`src/rtl/writeback_arbiter.sv`:
```
`default_nettype none
// ============================================================================
// writeback_arbiter : grants up to two register-file writes per cycle from five
// execution units. Macro WB_ROUND_ROBIN_EN selects a rotating priority pointer.
// Revision: 1.0
// ============================================================================
module writeback_arbiter #(
  parameter int DATA_W = 64,
  parameter int REG_W  = 6
) (
  input  logic              clk,
  input  logic              rst_n,
  input  logic              alu1_req,
  input  logic [REG_W-1:0]  alu1_rd,
  input  logic [DATA_W-1:0] alu1_data,
  input  logic              alu2_req,
  input  logic [REG_W-1:0]  alu2_rd,
  input  logic [DATA_W-1:0] alu2_data,
  input  logic              advint_req,
  input  logic [REG_W-1:0]  advint_rd,
  input  logic [DATA_W-1:0] advint_data,
  input  logic [REG_W-1:0]  advint_rd2,
  input  logic [DATA_W-1:0] advint_data2,
  input  logic              memunit_req,
  input  logic [REG_W-1:0]  memunit_rd,
  input  logic [DATA_W-1:0] memunit_data,
  input  logic              branch_req,
  input  logic [REG_W-1:0]  branch_rd,
  input  logic [DATA_W-1:0] branch_data,
  output logic              alu1_ack,
  output logic              alu2_ack,
  output logic              advint_ack,
  output logic              memunit_ack,
  output logic              branch_ack,
  output logic              wb1_en,
  output logic              wb2_en,
  output logic [REG_W-1:0]  wb1_rn,
  output logic [REG_W-1:0]  wb2_rn,
  output logic [DATA_W-1:0] wb1_data,
  output logic [DATA_W-1:0] wb2_data,
  output logic [REG_W-1:0]  reg1_finished,
  output logic [REG_W-1:0]  reg2_finished
);

  localparam int N_REQ = 5;

  logic [N_REQ-1:0]  req_w;
  logic [REG_W-1:0]  rd_w    [N_REQ];
  logic [REG_W-1:0]  rd2_w   [N_REQ];
  logic [DATA_W-1:0] data_w  [N_REQ];
  logic [DATA_W-1:0] data2_w [N_REQ];

  logic [N_REQ-1:0]  grant;
  logic [1:0]        used;
  logic [1:0]        cost;
  logic [2:0]        idx;

  logic              wb1_en_d, wb2_en_d, wb1_en_q, wb2_en_q;
  logic [REG_W-1:0]  wb1_rn_d, wb2_rn_d, wb1_rn_q, wb2_rn_q;
  logic [DATA_W-1:0] wb1_data_d, wb2_data_d, wb1_data_q, wb2_data_q;

  assign req_w = {branch_req, memunit_req, advint_req, alu2_req, alu1_req};

  // Only advint has a second destination; the others see rd2 = 0 so one scan rule fits all.
  always_comb begin
    rd_w[0] = alu1_rd;    data_w[0] = alu1_data;    rd2_w[0] = '0;         data2_w[0] = '0;
    rd_w[1] = alu2_rd;    data_w[1] = alu2_data;    rd2_w[1] = '0;         data2_w[1] = '0;
    rd_w[2] = advint_rd;  data_w[2] = advint_data;  rd2_w[2] = advint_rd2; data2_w[2] = advint_data2;
    rd_w[3] = memunit_rd; data_w[3] = memunit_data; rd2_w[3] = '0;         data2_w[3] = '0;
    rd_w[4] = branch_rd;  data_w[4] = branch_data;  rd2_w[4] = '0;         data2_w[4] = '0;
  end

`ifdef WB_ROUND_ROBIN_EN
  logic [2:0] ptr_q, ptr_d;
  logic [2:0] last;

  function automatic logic [2:0] scan_idx(input logic [2:0] k, input logic [2:0] base);
    logic [3:0] s;
    s = {1'b0, base} + {1'b0, k};
    if (s >= 4'd5) s = s - 4'd5;
    return s[2:0];
  endfunction
`else
  function automatic logic [2:0] scan_idx(input logic [2:0] k);
    case (k)
      3'd0:    return 3'd4;
      3'd1:    return 3'd3;
      3'd2:    return 3'd2;
      3'd3:    return 3'd0;
      default: return 3'd1;
    endcase
  endfunction
`endif

  always_comb begin
    grant      = '0;
    used       = '0;
    cost       = '0;
    idx        = '0;
    wb1_en_d   = 1'b0;
    wb1_rn_d   = '0;
    wb1_data_d = '0;
    wb2_en_d   = 1'b0;
    wb2_rn_d   = '0;
    wb2_data_d = '0;
`ifdef WB_ROUND_ROBIN_EN
    last       = ptr_q;
`endif
    for (int k = 0; k < N_REQ; k++) begin
`ifdef WB_ROUND_ROBIN_EN
      idx = scan_idx(3'(k), ptr_q);
`else
      idx = scan_idx(3'(k));
`endif
      cost = {1'b0, rd_w[idx] != '0} + {1'b0, rd2_w[idx] != '0};
      // Whole-cost fit only: a two-slot advint is never split across cycles.
      if (req_w[idx] && (({1'b0, used} + {1'b0, cost}) <= 3'd2)) begin
        grant[idx] = 1'b1;
`ifdef WB_ROUND_ROBIN_EN
        last = idx;
`endif
        if (rd_w[idx] != '0) begin
          if (used == 2'd0) begin
            wb1_en_d = 1'b1; wb1_rn_d = rd_w[idx]; wb1_data_d = data_w[idx];
          end else begin
            wb2_en_d = 1'b1; wb2_rn_d = rd_w[idx]; wb2_data_d = data_w[idx];
          end
          used = used + 2'd1;
        end
        if (rd2_w[idx] != '0) begin
          if (used == 2'd0) begin
            wb1_en_d = 1'b1; wb1_rn_d = rd2_w[idx]; wb1_data_d = data2_w[idx];
          end else begin
            wb2_en_d = 1'b1; wb2_rn_d = rd2_w[idx]; wb2_data_d = data2_w[idx];
          end
          used = used + 2'd1;
        end
      end
    end
`ifdef WB_ROUND_ROBIN_EN
    ptr_d = ptr_q;
    if (grant != '0) ptr_d = (last == 3'd4) ? 3'd0 : last + 3'd1;
`endif
  end

  assign {branch_ack, memunit_ack, advint_ack, alu2_ack, alu1_ack} = grant & {N_REQ{rst_n}};

  always_ff @(posedge clk or negedge rst_n) begin
    if (!rst_n) begin
      wb1_en_q   <= 1'b0;
      wb1_rn_q   <= '0;
      wb1_data_q <= '0;
      wb2_en_q   <= 1'b0;
      wb2_rn_q   <= '0;
      wb2_data_q <= '0;
    end else begin
      wb1_en_q   <= wb1_en_d;
      wb1_rn_q   <= wb1_rn_d;
      wb1_data_q <= wb1_data_d;
      wb2_en_q   <= wb2_en_d;
      wb2_rn_q   <= wb2_rn_d;
      wb2_data_q <= wb2_data_d;
    end
  end

`ifdef WB_ROUND_ROBIN_EN
  always_ff @(posedge clk or negedge rst_n) begin
    if (!rst_n) ptr_q <= 3'd0;
    else        ptr_q <= ptr_d;
  end
`endif

  assign wb1_en        = wb1_en_q;
  assign wb2_en        = wb2_en_q;
  assign wb1_rn        = wb1_rn_q;
  assign wb2_rn        = wb2_rn_q;
  assign wb1_data      = wb1_data_q;
  assign wb2_data      = wb2_data_q;
  assign reg1_finished = wb1_en_q ? wb1_rn_q : '0;
  assign reg2_finished = wb2_en_q ? wb2_rn_q : '0;

endmodule
`default_nettype wire

```
`config.mk`:
```
export PLATFORM = sky130hd
export DESIGN_NAME = writeback_arbiter
export DESIGN_NICKNAME = d
export VERILOG_FILES = /design/src/rtl/writeback_arbiter.sv
export SDC_FILE = /design/constraint.sdc
export NUM_CORES = 1
export LEC_CHECK = 0
export BUFFER_PORTS_ARGS = -buffer_cell sky130_fd_sc_hd__buf_2
export CAP_MARGIN = 20
export CORE_AREA = 4 4 228 230
export CTS_CLUSTER_SIZE = 16
export DETAILED_ROUTE_END_ITERATION = 8
export DIE_AREA = 0 0 232 234
export SLEW_MARGIN = 20
export SYNTH_ARGS = -nofsm -noshare
export SYNTH_HDL_FRONTEND = slang
export SYNTH_SLANG_ARGS = --single-unit
```
`constraint.sdc`:
```
create_clock -name clk -period 9.1 [get_ports clk]
set_clock_uncertainty 0.2 [all_clocks]
set_input_delay 0 -clock clk [delete_from_list [all_inputs] [get_ports clk]]
set_output_delay 0 -clock clk [all_outputs]
set_load 0.02 [all_outputs]
```
==> impl_summary.log <==
[metrics] maximum buffer depth of the clock tree: 2
[metrics] final slew viol count: 0
[metrics] grt ovf: 0
[metrics] vias post-DR: between 10,000 and 15,000
[metrics] Most used DFF post-synth: sky130_fd_sc_hd__dfrtp_1
[metrics] global-route wire length before repair: approximately 89 mm
[metrics] unrepaired setup endpoints after global routing: false
[metrics] final net count: about 2,500
[metrics] number of levels in the clock H-tree: 4
[metrics] Util after Layout: 36.4%
[metrics] post-route antenna net violation count: 0
[metrics] Power Internal: around 2.1 mW
[metrics] iteration-0 DRC count of the detailed router: roughly 1,100
[metrics] Max Clock Freq: about 0.13 GHz
[metrics] clock transition at the registers of the reported paths: 0.07 ns
[metrics] type of element capturing the critical path: flop
[metrics] type of element launching the critical path: primary input
[metrics] max-cap violations: 0
[metrics] total global routing track utilization: about a fifth
[metrics] number of enable-type register cells in the synthesized netlist: 0
[metrics] detailed-routing iteration count for the pre-antenna-repair pass: 5
[metrics] Data arrival, critical path: between 7 and 8 ns
[metrics] starting utilization of the core area: around 22%
[metrics] standby leakage power: just over 8 nW
[metrics] synthesized area per cell: 8.93 um^2
[metrics] proportion of layout cells with a drive suffix above 1: 36.2%
[metrics] number of clock sinks: around 140
[metrics] die height: between 200 and 250 um
[metrics] number of global-route vias before repair: ~15,000
[metrics] net switching fraction of the power: about two fifths
[metrics] number of buffers created by CTS: 17
[metrics] maximum fanout along the worst path: between 100 and 150
[metrics] worst setup path category: primary input to flop
[metrics] number of flip-flops and latches in the synthesized netlist: about 140
[metrics] maximum ir drop on the vdd rail: 0.118 mV
[metrics] post-DP HPWL: roughly 43 mm
[metrics] post-layout power: roughly 3.5 mW
[metrics] Final Wtd Congestion: ~0.87
[metrics] num rows: 82
[metrics] portion of total power attributed to the clock network: roughly 22%
[metrics] core area: 49,900 um^2
[metrics] count of distinct cell types in the synthesized netlist: 61
[metrics] antenna violations before repair: 20
[metrics] buffer type at the clock tree root: sky130_fd_sc_hd__clkbuf_16
[metrics] Hold Fails Final Rpt: 0
[metrics] Final setup violation count: 0
[metrics] Port Buffers: between 500 and 600
[metrics] Syn. warnings: 0
[metrics] run status: complete, no violations
[metrics] post-CTS setup buffer count: 0
[metrics] mean routed wirelength per cell: 22.3 um
[metrics] hold path cells: 3
[metrics] Die X-Extent: approximately 230 um
[metrics] pin count of the biggest net entering global routing: roughly 140
[metrics] overall die area: ~54,000 um^2
[metrics] sequential share of power: between 20% and 30%
[metrics] Req. time, crit path: ~9.3 ns
[metrics] logic gate share of total power: 52.2%
[metrics] DRC violations left: 0
[metrics] final cell area excluding filler cells: 18,200 um^2
[metrics] Synthesized Nets: 1,695
[metrics] synthesis-to-layout area growth: 62.3%
[metrics] setup total negative slack: 0 ns
[metrics] io pins: a little under 600
[metrics] post-synthesis cell count: ~1,300
[metrics] part of the Yosys area used for sequential elements: 31.7%
[metrics] Synth async-reset ratio: 100%
[metrics] type of the worst min-delay path: primary input to flop
[metrics] Sw Pwr: 1.41 mW
[metrics] WHS Endpoint: wb2_data[53]
[metrics] sum of routed wire length over all layers: between 60 and 70 mm
[metrics] clock tree from TritonCTS: built
[metrics] fin crit share: between 80% and 90%
[metrics] standard cell area after detailed placement: between 10,000 and 15,000 um^2
[metrics] launch instance of the worst min-delay path: alu2_data[53]
[metrics] total power density per cell area: approximately 200 nW/um^2
[metrics] post-synthesis instance area: ~11,000 um^2
[metrics] Rel. slew slack: around 30%
[metrics] clock period minus final worst setup slack: about 7.8 ns
[metrics] Via density: ~5.4
[metrics] pin slew with the least headroom to its limit: ~1.1 ns
## worst max path at each step
stage	start	end	slack, ns	cells past startpoint
finish	branch_rd[1]	wb1_data[4]	1.31	28
global route	branch_rd[1]	wb1_data[45]	0.89	28
CTS	branch_rd[1]	wb1_data[4]	1.45	28
detailed placement	branch_rd[1]	wb2_data[1]	1.19	25
global placement	branch_rd[1]	wb2_data[26]	1.35	25
floorplan	branch_rd[1]	wb2_data[0]	3.08	27
## cells in the final DEF (no fill, tap or decap), drive strengths merged, types with 17 or more instances in the layout
master	n
a211oi	70
a21oi	87
a221oi	66
buf	606
clkbuf	17
dfrtp	142
dlygate4sd3	284
inv	23
mux2	75
nand2	146
nor2	86
nor2b	67
o21a	67
o22a	65
o311ai	64
o31ai	64
## cell families (layout without fill, tap and decap cells)
family                     Yosys count  count (layout)  synth area share [%]
adders and majority gates           14              14                  1.63
other                                0              11                     0
DFF                                142             142                  31.7
xor gates and xnor gates             1               1                0.0783
AOI/OAI and AO/OA                  532             532                  36.1
muxes                               77              77                  10.1
buffers and inverters              149             940                  6.31
and+or+nand+nor                    339             339                  14.0
## stage by stage
step | cells | setup WS [ns] | hold slack (ns)
final | 2728 | 1.31 | 0.0985
after global routing | 2722 | 0.889 | 0.0729
after CTS | 2717 | 1.45 | 0.0394
after detailed placement | 2400 | 1.19 | -0.129
after global placement | 2400 | 1.35 | -0.139
after floorplan | 1254 | 3.08 | -0.496
## critical path, cell delays in order
cell and delay, ns:
sky130_fd_sc_hd__buf_2 0.12, sky130_fd_sc_hd__or4_4 0.55, sky130_fd_sc_hd__o21ai_2 0.37, sky130_fd_sc_hd__inv_2 0.40, sky130_fd_sc_hd__ha_1 0.45, sky130_fd_sc_hd__a21bo_2 0.26, sky130_fd_sc_hd__o211ai_2 0.10, sky130_fd_sc_hd__nand2_1 0.14
sky130_fd_sc_hd__fa_1 0.41, sky130_fd_sc_hd__ha_1 0.30, sky130_fd_sc_hd__nand2b_1 0.13, sky130_fd_sc_hd__o21a_4 0.41, sky130_fd_sc_hd__a31oi_1 0.38, sky130_fd_sc_hd__or2b_1 0.29, sky130_fd_sc_hd__ha_1 0.29, sky130_fd_sc_hd__nor2b_1 0.16
sky130_fd_sc_hd__o2111ai_1 0.33, sky130_fd_sc_hd__a21bo_2 0.34, sky130_fd_sc_hd__o21ai_1 0.16, sky130_fd_sc_hd__inv_1 0.08, sky130_fd_sc_hd__ha_1 0.22, sky130_fd_sc_hd__nand3_1 0.08, sky130_fd_sc_hd__a221oi_1 0.06, sky130_fd_sc_hd__o211ai_1 0.17
sky130_fd_sc_hd__buf_12 0.50, sky130_fd_sc_hd__o311ai_0 0.41, sky130_fd_sc_hd__o21a_1 0.20, sky130_fd_sc_hd__dlygate4sd3_1 0.55
## synth_stat cells (19+ instances only)
cell / n / area, um^2
sky130_fd_sc_hd__o31ai_1: 64 / 480
sky130_fd_sc_hd__a211oi_1: 69 / 518
sky130_fd_sc_hd__o21a_1: 67 / 503
sky130_fd_sc_hd__nor2_1: 86 / 323
sky130_fd_sc_hd__o22a_1: 65 / 569
sky130_fd_sc_hd__dfrtp_1: 142 / 3550
sky130_fd_sc_hd__o311ai_1: 19 / 166
sky130_fd_sc_hd__mux2_4: 70 / 1050
sky130_fd_sc_hd__clkbuf_1: 88 / 330
sky130_fd_sc_hd__buf_2: 20 / 100
sky130_fd_sc_hd__a21oi_1: 87 / 435
sky130_fd_sc_hd__o311ai_0: 45 / 394
sky130_fd_sc_hd__a221oi_1: 66 / 578
sky130_fd_sc_hd__nand2_1: 146 / 548
sky130_fd_sc_hd__nor2b_1: 67 / 419
## layer usage
| layer | vias up | GRT usage [%] | wire [um] | part of all wire [%] |
|---|---|---|---|---|
| met5 | - | 0 | 165 | 0.27 |
| met4 | 22 | 13.2 | 3450 | 5.7 |
| met3 | 238 | 7.71 | 6470 | 11 |
| met2 | 986 | 34.7 | 28000 | 46 |
| met1 | 7066 | 23.9 | 22700 | 37 |
| li1 | 6380 | - | - | - |
## layout make-up
cell class,count,area (um^2)
fill,5041,31700
clock inverter,15,206
timing repair buffer,890,6020
antenna,11,27.5
inverter,18,67.6
tap,672,841
sequential,142,3550
clock buffer,17,425
multi-input combinational,963,7030
## repair_timing
| item | 4_1_cts | 5_1_grt |
|---|---|---|
| endpoints found under the hold margin | 199 | 0 |
| endpoints found under the setup margin | 0 | 0 |
| resized for setup | 0 | 0 |
| hold buffers | 285 | 0 |
## state kept, by name, summed over array words and instances (netlist names)
register	flops
wb2_data	64
wb2_rn	6
wb2_en	1
wb1_rn	6
wb1_data	64
wb1_en	1
## power by group through the flow
stage / combinational [mW] / clock, mW / sequential, mW
floorplan: 0.735 / 0 / 1.13
global placement: 1.53 / 0 / 0.904
detailed placement: 1.54 / 0 / 0.902
CTS: 1.82 / 0.814 / 0.895
global route: 1.96 / 0.832 / 0.910
finish: 1.85 / 0.792 / 0.898
(Power assumes the default switching activity.)
